## src/rtl/data_mem_controller.sv

```systemverilog
// Data memory controller: arbitrates load-store unit read/write requests
// onto a single data-memory channel, one transaction at a time, using a
// round-robin pointer that advances past each served consumer.
module data_mem_controller #(
    parameter int unsigned DATA_MEM_ADDR_BITS = 8,
    parameter int unsigned DATA_MEM_DATA_BITS = 8,
    parameter int unsigned NUM_CONSUMERS      = 4
) (
    input  logic                                         clk,
    input  logic                                         reset,

    input  logic [NUM_CONSUMERS-1:0]                     consumer_read_valid,
    input  logic [NUM_CONSUMERS*DATA_MEM_ADDR_BITS-1:0]  consumer_read_address,
    output logic [NUM_CONSUMERS-1:0]                     consumer_read_ready,
    output logic [NUM_CONSUMERS*DATA_MEM_DATA_BITS-1:0]  consumer_read_data,

    input  logic [NUM_CONSUMERS-1:0]                     consumer_write_valid,
    input  logic [NUM_CONSUMERS*DATA_MEM_ADDR_BITS-1:0]  consumer_write_address,
    input  logic [NUM_CONSUMERS*DATA_MEM_DATA_BITS-1:0]  consumer_write_data,
    output logic [NUM_CONSUMERS-1:0]                     consumer_write_ready,

    output logic                                         mem_read_valid,
    output logic [DATA_MEM_ADDR_BITS-1:0]                mem_read_address,
    input  logic                                         mem_read_ready,
    input  logic [DATA_MEM_DATA_BITS-1:0]                mem_read_data,

    output logic                                         mem_write_valid,
    output logic [DATA_MEM_ADDR_BITS-1:0]                mem_write_address,
    output logic [DATA_MEM_DATA_BITS-1:0]                mem_write_data,
    input  logic                                         mem_write_ready
);

    localparam int unsigned AW = DATA_MEM_ADDR_BITS;
    localparam int unsigned DW = DATA_MEM_DATA_BITS;
    localparam int unsigned NC = NUM_CONSUMERS;
    localparam int unsigned PW = (NC > 1) ? $clog2(NC) : 1;

    typedef enum logic [1:0] {
        IDLE       = 2'd0,
        READ_WAIT  = 2'd1,
        WRITE_WAIT = 2'd2,
        RELEASE    = 2'd3
    } state_t;

    state_t          state_q, state_d;
    logic [PW-1:0]   rr_ptr_q, rr_ptr_d;
    logic [PW-1:0]   grant_q, grant_d;
    logic            is_read_q, is_read_d;

    logic            mem_read_valid_q, mem_read_valid_d;
    logic [AW-1:0]   mem_read_address_q, mem_read_address_d;
    logic            mem_write_valid_q, mem_write_valid_d;
    logic [AW-1:0]   mem_write_address_q, mem_write_address_d;
    logic [DW-1:0]   mem_write_data_q, mem_write_data_d;

    logic [NC-1:0]   read_ready_q, read_ready_d;
    logic [NC-1:0]   write_ready_q, write_ready_d;
    logic [DW-1:0]   rd_data_q [NC];
    logic [DW-1:0]   rd_data_d [NC];

    logic [AW-1:0]   rd_addr [NC];
    logic [AW-1:0]   wr_addr [NC];
    logic [DW-1:0]   wr_data [NC];

    logic [NC-1:0]   requesting;
    logic            pick_found;
    logic [PW-1:0]   pick_idx;
    logic [PW-1:0]   cand;
    logic            served_dropped;

    // Unpack per-consumer request fields and pack returned read data
    genvar g;
    generate
        for (g = 0; g < NC; g++) begin : g_slices
            assign rd_addr[g] = consumer_read_address[g*AW +: AW];
            assign wr_addr[g] = consumer_write_address[g*AW +: AW];
            assign wr_data[g] = consumer_write_data[g*DW +: DW];
            assign consumer_read_data[g*DW +: DW] = rd_data_q[g];
        end
    endgenerate

    assign requesting = consumer_read_valid | consumer_write_valid;

    // Round-robin pick: first requester at or above rr_ptr, wrapping
    always_comb begin
        pick_found = 1'b0;
        pick_idx   = '0;
        cand       = '0;
        for (int unsigned i = 0; i < NC; i++) begin
            cand = PW'((32'(rr_ptr_q) + i) % NC);
            if (!pick_found && requesting[cand]) begin
                pick_found = 1'b1;
                pick_idx   = cand;
            end
        end
    end

    // The served direction of the granted consumer has been released
    always_comb begin
        served_dropped = is_read_q ? !consumer_read_valid[grant_q]
                                   : !consumer_write_valid[grant_q];
    end

    // Next-state and registered-output logic
    always_comb begin
        state_d             = state_q;
        rr_ptr_d            = rr_ptr_q;
        grant_d             = grant_q;
        is_read_d           = is_read_q;
        mem_read_valid_d    = mem_read_valid_q;
        mem_read_address_d  = mem_read_address_q;
        mem_write_valid_d   = mem_write_valid_q;
        mem_write_address_d = mem_write_address_q;
        mem_write_data_d    = mem_write_data_q;
        read_ready_d        = read_ready_q;
        write_ready_d       = write_ready_q;
        rd_data_d           = rd_data_q;

        case (state_q)
            IDLE: begin
                if (pick_found) begin
                    grant_d = pick_idx;
                    if (consumer_read_valid[pick_idx]) begin
                        is_read_d          = 1'b1;
                        mem_read_address_d = rd_addr[pick_idx];
                        mem_read_valid_d   = 1'b1;
                        state_d            = READ_WAIT;
                    end else begin
                        is_read_d           = 1'b0;
                        mem_write_address_d = wr_addr[pick_idx];
                        mem_write_data_d    = wr_data[pick_idx];
                        mem_write_valid_d   = 1'b1;
                        state_d             = WRITE_WAIT;
                    end
                end
            end
            READ_WAIT: begin
                if (mem_read_ready) begin
                    rd_data_d[grant_q]    = mem_read_data;
                    read_ready_d[grant_q] = 1'b1;
                    mem_read_valid_d      = 1'b0;
                    state_d               = RELEASE;
                end
            end
            WRITE_WAIT: begin
                if (mem_write_ready) begin
                    write_ready_d[grant_q] = 1'b1;
                    mem_write_valid_d      = 1'b0;
                    state_d                = RELEASE;
                end
            end
            RELEASE: begin
                if (served_dropped) begin
                    read_ready_d  = '0;
                    write_ready_d = '0;
                    rr_ptr_d      = (grant_q == PW'(NC - 1)) ? '0 : grant_q + PW'(1);
                    state_d       = IDLE;
                end
            end
            default: begin
                state_d = IDLE;
            end
        endcase
    end

    // State and output registers, cleared asynchronously by reset
    always_ff @(posedge clk or posedge reset) begin
        if (reset) begin
            state_q             <= IDLE;
            rr_ptr_q            <= '0;
            grant_q             <= '0;
            is_read_q           <= 1'b0;
            mem_read_valid_q    <= 1'b0;
            mem_read_address_q  <= '0;
            mem_write_valid_q   <= 1'b0;
            mem_write_address_q <= '0;
            mem_write_data_q    <= '0;
            read_ready_q        <= '0;
            write_ready_q       <= '0;
            for (int unsigned i = 0; i < NC; i++) begin
                rd_data_q[i] <= '0;
            end
        end else begin
            state_q             <= state_d;
            rr_ptr_q            <= rr_ptr_d;
            grant_q             <= grant_d;
            is_read_q           <= is_read_d;
            mem_read_valid_q    <= mem_read_valid_d;
            mem_read_address_q  <= mem_read_address_d;
            mem_write_valid_q   <= mem_write_valid_d;
            mem_write_address_q <= mem_write_address_d;
            mem_write_data_q    <= mem_write_data_d;
            read_ready_q        <= read_ready_d;
            write_ready_q       <= write_ready_d;
            rd_data_q           <= rd_data_d;
        end
    end

    assign consumer_read_ready  = read_ready_q;
    assign consumer_write_ready = write_ready_q;
    assign mem_read_valid       = mem_read_valid_q;
    assign mem_read_address     = mem_read_address_q;
    assign mem_write_valid      = mem_write_valid_q;
    assign mem_write_address    = mem_write_address_q;
    assign mem_write_data       = mem_write_data_q;

endmodule
```

## config.mk

```make
export PLATFORM = sky130hd
export DESIGN_NAME = data_mem_controller
export DESIGN_NICKNAME = d
export VERILOG_FILES = /design/src/rtl/data_mem_controller.sv
export SDC_FILE = /design/constraint.sdc
export NUM_CORES = 1
export LEC_CHECK = 0
export ABC_AREA = 1
export ABC_CLOCK_PERIOD_IN_PS = 2700
export BUFFER_PORTS_ARGS = -buffer_cell sky130_fd_sc_hd__buf_2
export CAP_MARGIN = 15
export CORE_ASPECT_RATIO = 2
export CORE_MARGIN = 5
export CORE_UTILIZATION = 31
export CTS_BUF_LIST = sky130_fd_sc_hd__clkbuf_16
export CTS_CLUSTER_DIAMETER = 30
export DETAILED_ROUTE_END_ITERATION = 16
export PLACE_DENSITY = 0.54
export SLEW_MARGIN = 20
export SYNTH_ARGS = -nofsm -noshare
export SYNTH_HDL_FRONTEND = slang
export SYNTH_SLANG_ARGS = --single-unit
```

## constraint.sdc

```tcl
create_clock -name clk -period 2.7 [get_ports clk]
set_input_delay 0.27 -clock clk [delete_from_list [all_inputs] [get_ports clk]]
set_output_delay 0.27 -clock clk [all_outputs]
set_load 0.005 [all_outputs]
```

==> reports/results.txt, run 1 <==
The flow ran to the end, and the final reports show no timing, DRC or antenna violations. The initial core utilization was 0.316; the number of antenna violations at the first check in global routing was 0. The fraction of layout instances using a drive strength above 1 is 0.288, and the pin count of the biggest net entering global routing is 99. The logs give 0 for the remaining design rule violation count and 0.00318 uW for the static leakage. For the worst flop-to-flop path, the logic depth is 13. The total overflow left after global routing is 0.

The largest family of logic cells by synthesized area is simple AND/OR/NAND/NOR gates. Counting flops and latches in the post-synthesis netlist gives 73. The number of nets handed over by synthesis was 714. The worst setup path is of the reg2reg kind. The cell area that synthesis handed to floorplanning was 4280 um^2. Of all nets on the critical path, the largest fanout is 17. The part of the cycle the worst path needs was 0.856. Number of antenna diodes: 0.

For the overall fraction of global-route tracks in use, the log shows 0.160. The most critical setup path has its endpoint at mem_write_data[6]$_DFFE_PP0P_. The mean instance size in the synthesized netlist was 7.25 um^2; the core area was 13,500 um^2. The total number of H-tree levels is 3. The routed design has 12.8 mm of wire. Clock-pin slew was measured on the worst setup and hold paths at 60 ps. The share of synthesized cell area in and, or, nand and nor gates was 0.264; the routed wire length per instance was 13.8 um.

In the post-synthesis netlist, the biggest area contributors are dfrtp_1 43%, nand2_1 19%, o21ai_0 9.1%. The most frequent cell after synthesis was nand2_1. For the net total in the final layout, the log shows 886.

The number of buffers created by CTS is 9. Setup repair after global routing left no endpoint under its margin. The first global-routing pass estimated 20.8 mm of wire. The parity-gate share of the synthesized area counting xor and xnor cells came out at 0. The die boundary width was 93.1 um; the number of I/O pins was 182. The tools report the number of failing hold endpoints at the final stage as 0.

IR analysis of the VDD net gives a maximum drop of 548 uV. Adder-cell share of the synthesized area: 0.0234. The root cell of the clock tree was clkbuf_16. Y dimension of the die: 176 um.

Area growth from synthesis to layout: 31.0%. The predominant post-synthesis flop cell is dfrtp_1. By count the netlist is led by 217 x nand2_1, 82 x inv_1, 78 x o21ai_0. Via count of the first global-routing pass: 4,333. Data arrives at the worst endpoint at 2580 ps.

The clock tree buffer depth was 2; the detailed-route via count was 4,239. The worst slack after detailed placement is 251 ps. STA classifies the critical path startpoint as a flop. Data on the critical path is required at its endpoint by 2970 ps. Dividing total power by cell area gives a power density of 1180 nW/um^2.

The share of synthesized registers carrying an async set or reset was 1.00. Dominant cell type by area after synthesis: dfrtp_1. The run gives 0 ps as the setup TNS after final layout. Synthesis handed over a netlist of 590 instances. The detailed-route vias per instance is 4.60, and the total of buffers placed on input and output ports is 181. For the number of pins with negative max-slew slack in the final report, the log shows 0. For the clock sink count, the log shows 73. The clock period minus worst slack works out to 2310 ps. In this run the critical register-to-register path is launched from rr_ptr_q[0]$_DFFE_PP0P_. The total iterations of the first detailed-routing run was 4. Endpoint of the lowest-slack register-to-register path: mem_write_data[6]$_DFFE_PP0P_. Detailed placement finished with a half-perimeter wire length of 10.5 mm. The layout has 1,462 filler cells.

Smallest hold slack: 51.0 ps. The count of nets left with antenna violations once routing finished came out at 0. The tightest min-delay check is of the in2async type. The logs give 60 for the number of rows created at floorplan and 5.04 ps for the setup clock skew after layout. The starting DRC count in detailed routing is 112, and the fraction of the mapped netlist area in compound gates is 0.174. The fraction of synthesized cell area taken by the top area cell type is 0.427, and the final number of setup-violating endpoints is 0. The logs give 16,400 um^2 for the die area and 0 for the synthesis warning total. The proportion of synthesized area in mux cells is 0.

Tracing the worst setup path back leads to its startpoint at rr_ptr_q[0]$_DFFE_PP0P_. The logs give 0.427 for the sequential fraction of the synthesis area and 0.541 for the normalized max-slew margin. Timing would allow up to 433 MHz. The tool flagged a number of max-cap violations equal to 0. The setup slack of the critical path after layout was 389 ps; the buffers inserted during post-CTS setup optimization was 0. The tools report the slack of the worst reg-to-reg path as 390 ps. Counting distinct cell types in the post-synthesis netlist gives 28. The tools report the final weighted congestion in routability-driven placement as 0.887. The actual slew at the worst max-slew pin works out to 687 ps. The synthesized design contains 0 enable-type register cells.

TritonCTS built the clock tree. The tools report the worst-skew pair later-pin latency as 330 ps. The worst setup path is captured at a flop.
state kept, by name, summed over array words and instances (netlist names), 2 cells and up:
register,cells
mem_write_address,8
mem_read_address,8
mem_write_data,8
state_q,2
consumer_read_data,32
grant_q,2
consumer_read_ready,4
rr_ptr_q,2
consumer_write_ready,4
per-layer routing:
metal	up-vias	share of wire	GRT usage
met2	158	0.55	0.305
met5	-	0	0
li1	2215	-	-
met3	19	0.063	0.0303
met1	1847	0.36	0.166
met4	0	0.027	0.0703
how the worst min path moves through the flow:
stage / to / cells after the start / slack, ps
floorplan: consumer_read_data[0]$_DFFE_PP0P_ / 2 / 460
global placement: mem_write_data[0]$_DFFE_PP0P_ / 2 / 420
detailed placement: mem_write_address[5]$_DFFE_PP0P_ / 2 / 430
CTS: mem_write_address[5]$_DFFE_PP0P_ / 2 / 70
global route: mem_write_data[7]$_DFFE_PP0P_ / 2 / 110
finish: mem_write_address[6]$_DFFE_PP0P_ / 2 / 50
what timing repair did:
item | 4_1_cts | 5_1_grt
gates resized for setup | 0 | 2
hold buffers | 0 | 0
setup endpoints to repair | 0 | 7
cells by family (layout without fill, tap and decap cells):
family,count (synthesis),in the layout
buffers and inverters,110,287
adders and majority gates,8,8
AOI/OAI and AO/OA,132,132
DFF,73,73
and+or+nand+nor,267,267
area by class of cell:
type                    instances  area [um^2]  area share
clock buffers                   9          225      0.0402
multi-input cells             407         1980       0.353
flip-flops and latches         73         1830       0.326
repair buffers                184          957       0.171
well taps                     155          194      0.0346
inverters                      87          334      0.0597
clock inverters                 7         85.1      0.0152
through the flow:
step | instances | utilization | cell area (um^2) | total power, uW
6_report | 922 | 0.414 | 5600 | 6620
5_1_grt | 922 | 0.414 | 5600 | 7320
4_1_cts | 922 | 0.414 | 5600 | 6740
3_5_place_dp | 906 | 0.391 | 5290 | 5470
3_3_place_gp | 906 | 0.391 | 5290 | 5390
2_1_floorplan | 590 | - | 4280 | 4380
worst max-delay path, cell delays in order (launching register included):
cell and delay, ps:
dfrtp_2 480, inv_6 110, nand2_1 70, nand2_2 120, nand2_1 70, nand2_1 80
nand2_1 60, nand3_1 180, nand3_4 120, nand2_1 140, nand3_2 150, a21oi_4 460
nand2_1 110, nand2_1 90
report_power, final:
group / internal [uW] / total, uW / leakage [uW] / switching [uW]
clock: 798 / 1240 / 0.000150 / 438
combinational: 1290 / 3450 / 0.00210 / 2160
sequential: 1600 / 1930 / 0.000921 / 336
cell usage in the layout (no fill, tap or decap), drive strengths merged, types with 9 or more instances in the layout:
cell	n
dfrtp	73
buf	184
nand2	224
o211ai	26
clkbuf	9
nand3	21
inv	87
nor2	15
a21oi	13
o21ai	89
Note: power is estimated with default switching activity, not from simulation.
==> inputs of run 2 (changes only) <==
--- a/config.mk
+++ b/config.mk
@@ -5,17 +5,15 @@
 export SDC_FILE = /design/constraint.sdc
 export NUM_CORES = 1
 export LEC_CHECK = 0
-export ABC_AREA = 1
 export ABC_CLOCK_PERIOD_IN_PS = 2700
 export BUFFER_PORTS_ARGS = -buffer_cell sky130_fd_sc_hd__buf_2
 export CAP_MARGIN = 15
-export CORE_ASPECT_RATIO = 2
 export CORE_MARGIN = 5
 export CORE_UTILIZATION = 31
 export CTS_BUF_LIST = sky130_fd_sc_hd__clkbuf_16
 export CTS_CLUSTER_DIAMETER = 30
 export DETAILED_ROUTE_END_ITERATION = 16
-export PLACE_DENSITY = 0.54
+export PLACE_DENSITY = 0.55
 export SLEW_MARGIN = 20
 export SYNTH_ARGS = -nofsm -noshare
 export SYNTH_HDL_FRONTEND = slang
==> reports/results.txt, run 2 <==
The core area was 12,700 um^2 (was 13,500 um^2); the final-layout fill cell count was 1,271 (was 1,462). The total half-perimeter wirelength after legalization and detailed placement was 8.32 mm (was 10.5 mm); the initial core utilization was 0.320 (was 0.316). For the via count of the first global-routing pass, the log shows 3,645 (was 4,333). The kind of path behind the tightest hold check is in2async (unchanged).

The logs give 0 ps (unchanged) for the setup TNS after final layout and 17.8 mm (was 20.8 mm) for the wire length of the first global-routing pass. Cells taking the most area after synthesis: dfrtp_1 45%, mux2i_1 18%, mux2_2 9.4% (was dfrtp_1 43%, nand2_1 19%, o21ai_0 9.1%). Most common library cell in the layout ignoring fill and taps: buf_2 (was nand2_1). The y dimension of the die is 125 um (was 176 um). The run gives 0 (unchanged) as the overall overflow remaining after global route.

The critical path class is reg2reg (unchanged). The number of resized instances in the post-cts repair step came out at 0 (unchanged). Number of rows created at floorplan: 41 (was 60). The tools report the total iterations of the first detailed-routing run as 4 (unchanged). Synth cell count leaders: 73 x dfrtp_1, 73 x mux2i_1, 34 x mux2_2 (was 217 x nand2_1, 82 x inv_1, 78 x o21ai_0). The setup clock skew after layout was 6.90 ps (was 5.04 ps). The predominant post-synthesis flop cell was dfrtp_1 (unchanged). For the buffers inserted during post-CTS setup optimization, the log shows 0 (unchanged). The pin count of the biggest net entering global routing is 49 (was 99), and the routed wire length per instance is 15.5 um (was 13.8 um). The synthesis warning total came out at 0 (unchanged).

Slowest cell on the critical path: dfrtp_1 (was dfrtp_2). The nature of the critical path endpoint was a flop (unchanged). The total of hold buffers inserted after clock tree synthesis came out at 0 (unchanged). Post-synthesis register bit count: 73 (unchanged). The power density relative to cell area was 1110 nW/um^2 (was 1180 nW/um^2). Area growth from synthesis to layout: 34.5% (was 31.0%). TritonCTS built the clock tree. The number of violations of the max-capacitance limit is 0 (unchanged). For the gate count after technology mapping, the log shows 324 (was 590). The net total in the final layout came out at 633 (was 886).

The clock period minus worst slack was 2320 ps (was 2310 ps); the die area was 15,500 um^2 (was 16,400 um^2). Footprint of the flip-flops and latches: 1830 um^2 (about the same). The run gives 0 (unchanged) as the final number of setup-violating endpoints. CP cell instances: nor2b_1 > o21ai_1 > a21boi_0 > a211oi_4 > o21bai_4 > mux2_1 (was inv_6 > nand2_1 > nand2_2 > nand2_1 > nand2_1 > nand2_1 > nand3_1 > nand3_4 > nand2_1 > nand3_2 > a21oi_4 > nand2_1 > nand2_1). Critical path startpoint: rr_ptr_q[0]$_DFFE_PP0P_ (unchanged).

The largest fanout of any net on the critical path works out to 16 (was 17). The tools report the clock tree buffer depth as 2 (unchanged). For the number of antenna diodes, the log shows 0 (unchanged). The total power was 6070 uW (was 6620 uW); the final weighted congestion in routability-driven placement was 0.834 (was 0.887).

The critical register-to-register path startpoint was rr_ptr_q[0]$_DFFE_PP0P_ (unchanged). The total of buffers placed on input and output ports works out to 181 (unchanged). The root cell of the clock tree is clkbuf_16 (unchanged). The number of buffers created by CTS came out at 9 (unchanged). The tools report the number of pins with negative max-slew slack in the final report as 0 (unchanged). The total number of H-tree levels was 3 (unchanged); the count of flip-flops with a built-in enable after synthesis was 0 (unchanged). The fraction of layout instances using a drive strength above 1 is 0.504 (was 0.288), and the cell area after synthesis is 4070 um^2 (was 4280 um^2).

Share of synthesized registers carrying an async set or reset: 1.00 (unchanged). The worst-skew pair later-pin latency was 330 ps (about the same); the maximum vdd ir drop was 442 uV (was 548 uV). Setup repair after global routing left no endpoint under its margin. The flip-flop count of the largest register after layout came out at 32 (unchanged). The dominant cell type by area after synthesis was dfrtp_1 (unchanged). Commonest cells after routing, fill and taps aside: 181 x buf_2, 73 x mux2i_1, 73 x dfrtp_1 (was 217 x nand2_1, 181 x buf_2, 81 x inv_1). The sequential fraction of the synthesis area is 0.449 (was 0.427). Die boundary width: 125 um (was 93.1 um). The startpoint kind of the worst setup timing path is a flop (unchanged). The number of distinct library cell variants in the gate-level netlist after synthesis is 46 (was 28), and the clock input transition at the sequential cells of the worst setup and hold paths is 70 ps (was 60 ps). The actual slew at the worst max-slew pin came out at 643 ps (was 687 ps). The number of failing hold endpoints at the final stage was 0 (unchanged).

The static leakage is 0.00283 uW (was 0.00318 uW), and the data arrival time at the worst-slack endpoint is 2530 ps (was 2580 ps). The detailed-route vias per instance was 4.73 (was 4.60). The maximum operating frequency is 432 MHz (was 433 MHz), and the remaining design rule violation count is 0 (unchanged).

The logs give 0 (unchanged) for the remaining number of nets flagged by the antenna check after routing and 10.7 mm (was 12.8 mm) for the aggregate routed wire length. The number of I/O pins was 182 (unchanged). The run finished with clean final reports. The number of nets in the synthesized netlist was 448 (was 714).

The tools report the normalized max-slew margin as 0.570 (was 0.541). The maximum cell stage delay along the critical path works out to 430 ps (was 480 ps). The run gives 2910 ps (was 2970 ps) as the required time reported for the critical path endpoint. Area taken by multi-input logic gates: 2140 um^2 (was 1980 um^2). The tools report the number of antenna violations at the first check in global routing as 0 (unchanged). For the overall fraction of global-route tracks in use, the log shows 0.139 (was 0.160). The detailed-route via count is 3,244 (was 4,239), and the fraction of synthesized cell area taken by the top area cell type is 0.449 (was 0.427).

The starting DRC count in detailed routing is 119 (was 112). Clock sink count: 73 (unchanged). The mean instance size in the synthesized netlist is 12.6 um^2 (was 7.25 um^2), and the part of the cycle the worst path needs is 0.858 (was 0.856).
## run 2: where the power goes
part	total, uW	internal, uW	switching, uW
logic	2950	1570	1390
registers	1960	1640	322
clock network	1150	640	513
## run 2: final cells by class
| cell class | count | share of cell area |
|---|---|---|
| Multi-Input combinational cell | 227 | 0.391 |
| Sequential cell | 73 | 0.334 |
| Timing Repair Buffer | 186 | 0.175 |
| Clock buffer | 9 | 0.0412 |
| Tap cell | 172 | 0.0394 |
| Clock inverter | 7 | 0.0112 |
| Inverter | 12 | 0.00824 |
## run 2: critical path: cells and delay by family, from the launching register on
family / cells / cell delay, ps
compound gates: 4 / 1230
flops: 1 / 430
mux: 1 / 380
simple gates: 1 / 150
## run 2: kinds of logic after synthesis
group                      after synthesis  share of synthesized area
DFF                                     73                      0.449
muxes                                  133                      0.361
buffers and inverters                   24                     0.0292
and+or+nand+nor                         46                     0.0637
AOI/OAI and AO/OA                       40                     0.0726
adders and majority gates                8                     0.0246
## run 2: layer usage
| layer | part of all wire | track usage | vias to the layer above |
|---|---|---|---|
| met5 | 0 | 0 | - |
| met4 | 0.013 | 0.0335 | 0 |
| met3 | 0.062 | 0.0480 | 15 |
| met2 | 0.51 | 0.244 | 97 |
| met1 | 0.41 | 0.162 | 1575 |
| li1 | - | - | 1557 |
## run 2: final timing paths
kind	endpoint	cells after the start	slack (ps)
worst max-delay path	mem_write_data[4]$_DFFE_PP0P_	6	380
worst min-delay path	mem_read_address[5]$_DFFE_PP0P_	2	20
worst max register to register	mem_write_data[4]$_DFFE_PP0P_	6	380
worst min register to register	mem_read_address[0]$_DFFE_PP0P_	1	480
max in group asynchronous	mem_write_address[4]$_DFFE_PP0P_	3	1920
min in group clk	consumer_read_data[20]$_DFFE_PP0P_	2	210
## run 2: per-stage QoR
| stage | setup slack (ps) | std cells | area, um^2 | utilization | hold slack [ps] |
|---|---|---|---|---|---|
| finish | 383 | 686 | 5470 | 0.430 | 20.2 |
| global route | 193 | 686 | 5470 | 0.430 | 75.6 |
| CTS | 182 | 686 | 5460 | 0.429 | 34.2 |
| detailed placement | 112 | 670 | 5170 | 0.407 | 401 |
| global placement | 256 | 670 | 5170 | 0.407 | 391 |
| floorplan | 577 | 324 | 4070 | - | 421 |
==> inputs of run 3 (changes only) <==
--- a/config.mk
+++ b/config.mk
@@ -9,11 +9,11 @@
 export BUFFER_PORTS_ARGS = -buffer_cell sky130_fd_sc_hd__buf_2
 export CAP_MARGIN = 15
 export CORE_MARGIN = 5
-export CORE_UTILIZATION = 31
+export CORE_UTILIZATION = 48
 export CTS_BUF_LIST = sky130_fd_sc_hd__clkbuf_16
 export CTS_CLUSTER_DIAMETER = 30
 export DETAILED_ROUTE_END_ITERATION = 16
-export PLACE_DENSITY = 0.55
+export PLACE_DENSITY = 0.79
 export SLEW_MARGIN = 20
 export SYNTH_ARGS = -nofsm -noshare
 export SYNTH_HDL_FRONTEND = slang
==> reports/results.txt, run 3 (synthesized netlist as in run 2, its figures left out) <==
The run finished with clean final reports. Required time reported for the critical path endpoint: 2910 ps (about the same). The part of the cycle the worst path needs works out to 0.907 (was 0.858). The number of antenna violations at the first check in global routing was 0 (unchanged); the aggregate routed wire length was 10.4 mm (was 10.7 mm). Power density relative to cell area: 1140 nW/um^2 (was 1110 nW/um^2).

Remaining design rule violation count: 0 (unchanged). The fraction of layout instances using a drive strength above 1 was 0.510 (was 0.504); the normalized max-slew margin was 0.462 (was 0.570). The detailed-route vias per instance works out to 5.30 (was 4.73).

The pin count of the biggest net entering global routing is 43 (was 49). The buffers inserted during post-CTS setup optimization came out at 0 (unchanged). Setup repair after global routing left no endpoint under its margin. The clock input transition at the sequential cells of the worst setup and hold paths was 60 ps (was 70 ps). The run gives 5150 um^2 (was 5170 um^2) as the cell area after placement.

The flip-flop count of the largest register after layout is 32 (unchanged). The remaining number of nets flagged by the antenna check after routing was 0 (unchanged); the maximum vdd ir drop was 488 uV (was 442 uV). The tools report the critical register-to-register path startpoint as rr_ptr_q[0]$_DFFE_PP0P_ (unchanged). For the overall overflow remaining after global route, the log shows 0 (unchanged). The number of I/O pins came out at 182 (unchanged).

The number of failing hold endpoints at the final stage was 0 (unchanged); the total iterations of the first detailed-routing run was 4 (unchanged). The net total in the final layout was 639 (was 633); the total power was 6220 uW (was 6070 uW). The routed wire length per instance works out to 16.6 um (was 15.5 um).

Endpoint of the lowest-slack register-to-register path: mem_read_address[1]$_DFFE_PP0P_ (was mem_write_data[4]$_DFFE_PP0P_). The logs give 6.05 ps (was 6.90 ps) for the setup clock skew after layout and 625 (was 686) for the number of standard cells in the final layout excluding fillers. Nature of the critical path endpoint: a flop (unchanged). Startpoint kind of the worst setup timing path: a flop (unchanged). Slack of the worst reg-to-reg path: 250 ps (was 380 ps).

The initial core utilization was 0.495 (was 0.320). The tools report the root cell of the clock tree as clkbuf_16 (unchanged). Commonest cells after routing, fill and taps aside: 181 x buf_2, 73 x mux2i_1, 73 x dfrtp_1 (unchanged). The tools report the number of placed instances, taps included as 609 (was 670). The core area was 8220 um^2 (was 12,700 um^2). The number of rows created at floorplan was 33 (was 41). The die boundary width is 102 um (was 125 um), and the number of buffers created by CTS is 9 (unchanged).

The tools report the starting DRC count in detailed routing as 78 (was 119). For the final number of setup-violating endpoints, the log shows 0 (unchanged). The final weighted congestion in routability-driven placement was 0.808 (was 0.834); the clock period minus worst slack was 2450 ps (was 2320 ps). The number of cell instances on the worst register-to-register path was 6 (unchanged).

The run gives 3,522 (was 3,645) as the via count of the first global-routing pass. The total half-perimeter wirelength after legalization and detailed placement was 8.20 mm (was 8.32 mm); the detailed-route via count was 3,310 (was 3,244). The die area was 10,400 um^2 (was 15,500 um^2).

For the total of hold buffers inserted after clock tree synthesis, the log shows 0 (unchanged). The tools report the setup TNS after final layout as 0 ps (unchanged). The tools report the clock tree buffer depth as 2 (unchanged). The tools report the final design instance area without fill as 5460 um^2 (was 5470 um^2). The number of antenna diodes is 0 (unchanged). The area growth from synthesis to layout is 34.2% (was 34.5%).

The actual slew at the worst max-slew pin works out to 804 ps (was 643 ps). The tools report the number of pins with negative max-slew slack in the final report as 0 (unchanged). The run gives 408 MHz (was 432 MHz) as the maximum operating frequency. Most common library cell in the layout ignoring fill and taps: buf_2 (unchanged). The largest fanout of any net on the critical path was 11 (was 16). For the number of resized instances in the post-cts repair step, the log shows 0 (unchanged). The worst-skew pair later-pin latency was 330 ps (about the same). Overall fraction of global-route tracks in use: 0.207 (was 0.139).

The clock sink count is 73 (unchanged), and the data arrival time at the worst-slack endpoint is 2660 ps (was 2530 ps). Number of violations of the max-capacitance limit: 0 (unchanged). The run gives 0.00287 uW (was 0.00283 uW) as the static leakage. The tools report the total number of H-tree levels as 3 (unchanged). The wire length of the first global-routing pass is 16.8 mm (was 17.8 mm). Kind of path behind the tightest hold check: in2async (unchanged). TritonCTS built the clock tree. The total of buffers placed on input and output ports was 181 (unchanged). The y dimension of the die came out at 102 um (was 125 um). The critical path class was reg2reg (unchanged).

The tools report the final-layout fill cell count as 663 (was 1,271).
[run 3: critical path: stages, from the launching register on]
cell and delay, ps:
dfrtp_1 430, nor2b_1 150, o21ai_1 340, a21o_1 230, a211oi_4 110, nor3b_2 680
mux2_1 390
[run 3: metrics by stage]
| stage | utilization | hold slack, ps | setup WS, ps |
|---|---|---|---|
| after global routing | 0.664 | 122 | 85.5 |
| after global placement | 0.627 | 417 | 318 |
| after detailed placement | 0.627 | 432 | 152 |
| after CTS | 0.664 | 69.1 | 227 |
| after floorplan | - | 421 | 577 |
| final | 0.664 | 52.7 | 251 |
[run 3: final cells by class]
cell class,instances,area (um^2),share of cell area
inverters,12,45.0,0.00825
well taps,105,131,0.0241
multi-input cells,227,2130,0.391
clock buffers,9,225,0.0413
flip-flops and latches,73,1830,0.335
repair buffers,192,1010,0.186
clock inverters,7,83.8,0.0154
[run 3: layer usage]
layer	global-route usage	wire, um	part of all wire	vias to the layer above
met5	0	0	0	-
met4	0.0747	189	0.018	0
met3	0.0608	631	0.061	19
met2	0.353	5480	0.53	114
met1	0.250	4060	0.39	1610
li1	-	-	-	1567
[run 3: worst max-delay path by stage]
stage | start | slack (ps) | end | cells after the start
floorplan | reset | 580 | consumer_read_data[0]$_DFFE_PP0P_ | 1
global placement | consumer_write_valid[1] | 320 | mem_read_address[4]$_DFFE_PP0P_ | 7
detailed placement | consumer_write_valid[1] | 150 | mem_read_address[1]$_DFFE_PP0P_ | 7
CTS | rr_ptr_q[0]$_DFFE_PP0P_ | 230 | mem_read_address[1]$_DFFE_PP0P_ | 6
global route | rr_ptr_q[0]$_DFFE_PP0P_ | 90 | mem_read_address[1]$_DFFE_PP0P_ | 6
finish | rr_ptr_q[0]$_DFFE_PP0P_ | 250 | mem_read_address[1]$_DFFE_PP0P_ | 6
[run 3: where the power goes]
part,internal (uW),switching (uW)
logic,1620,1390
registers,1640,339
clock network,735,503
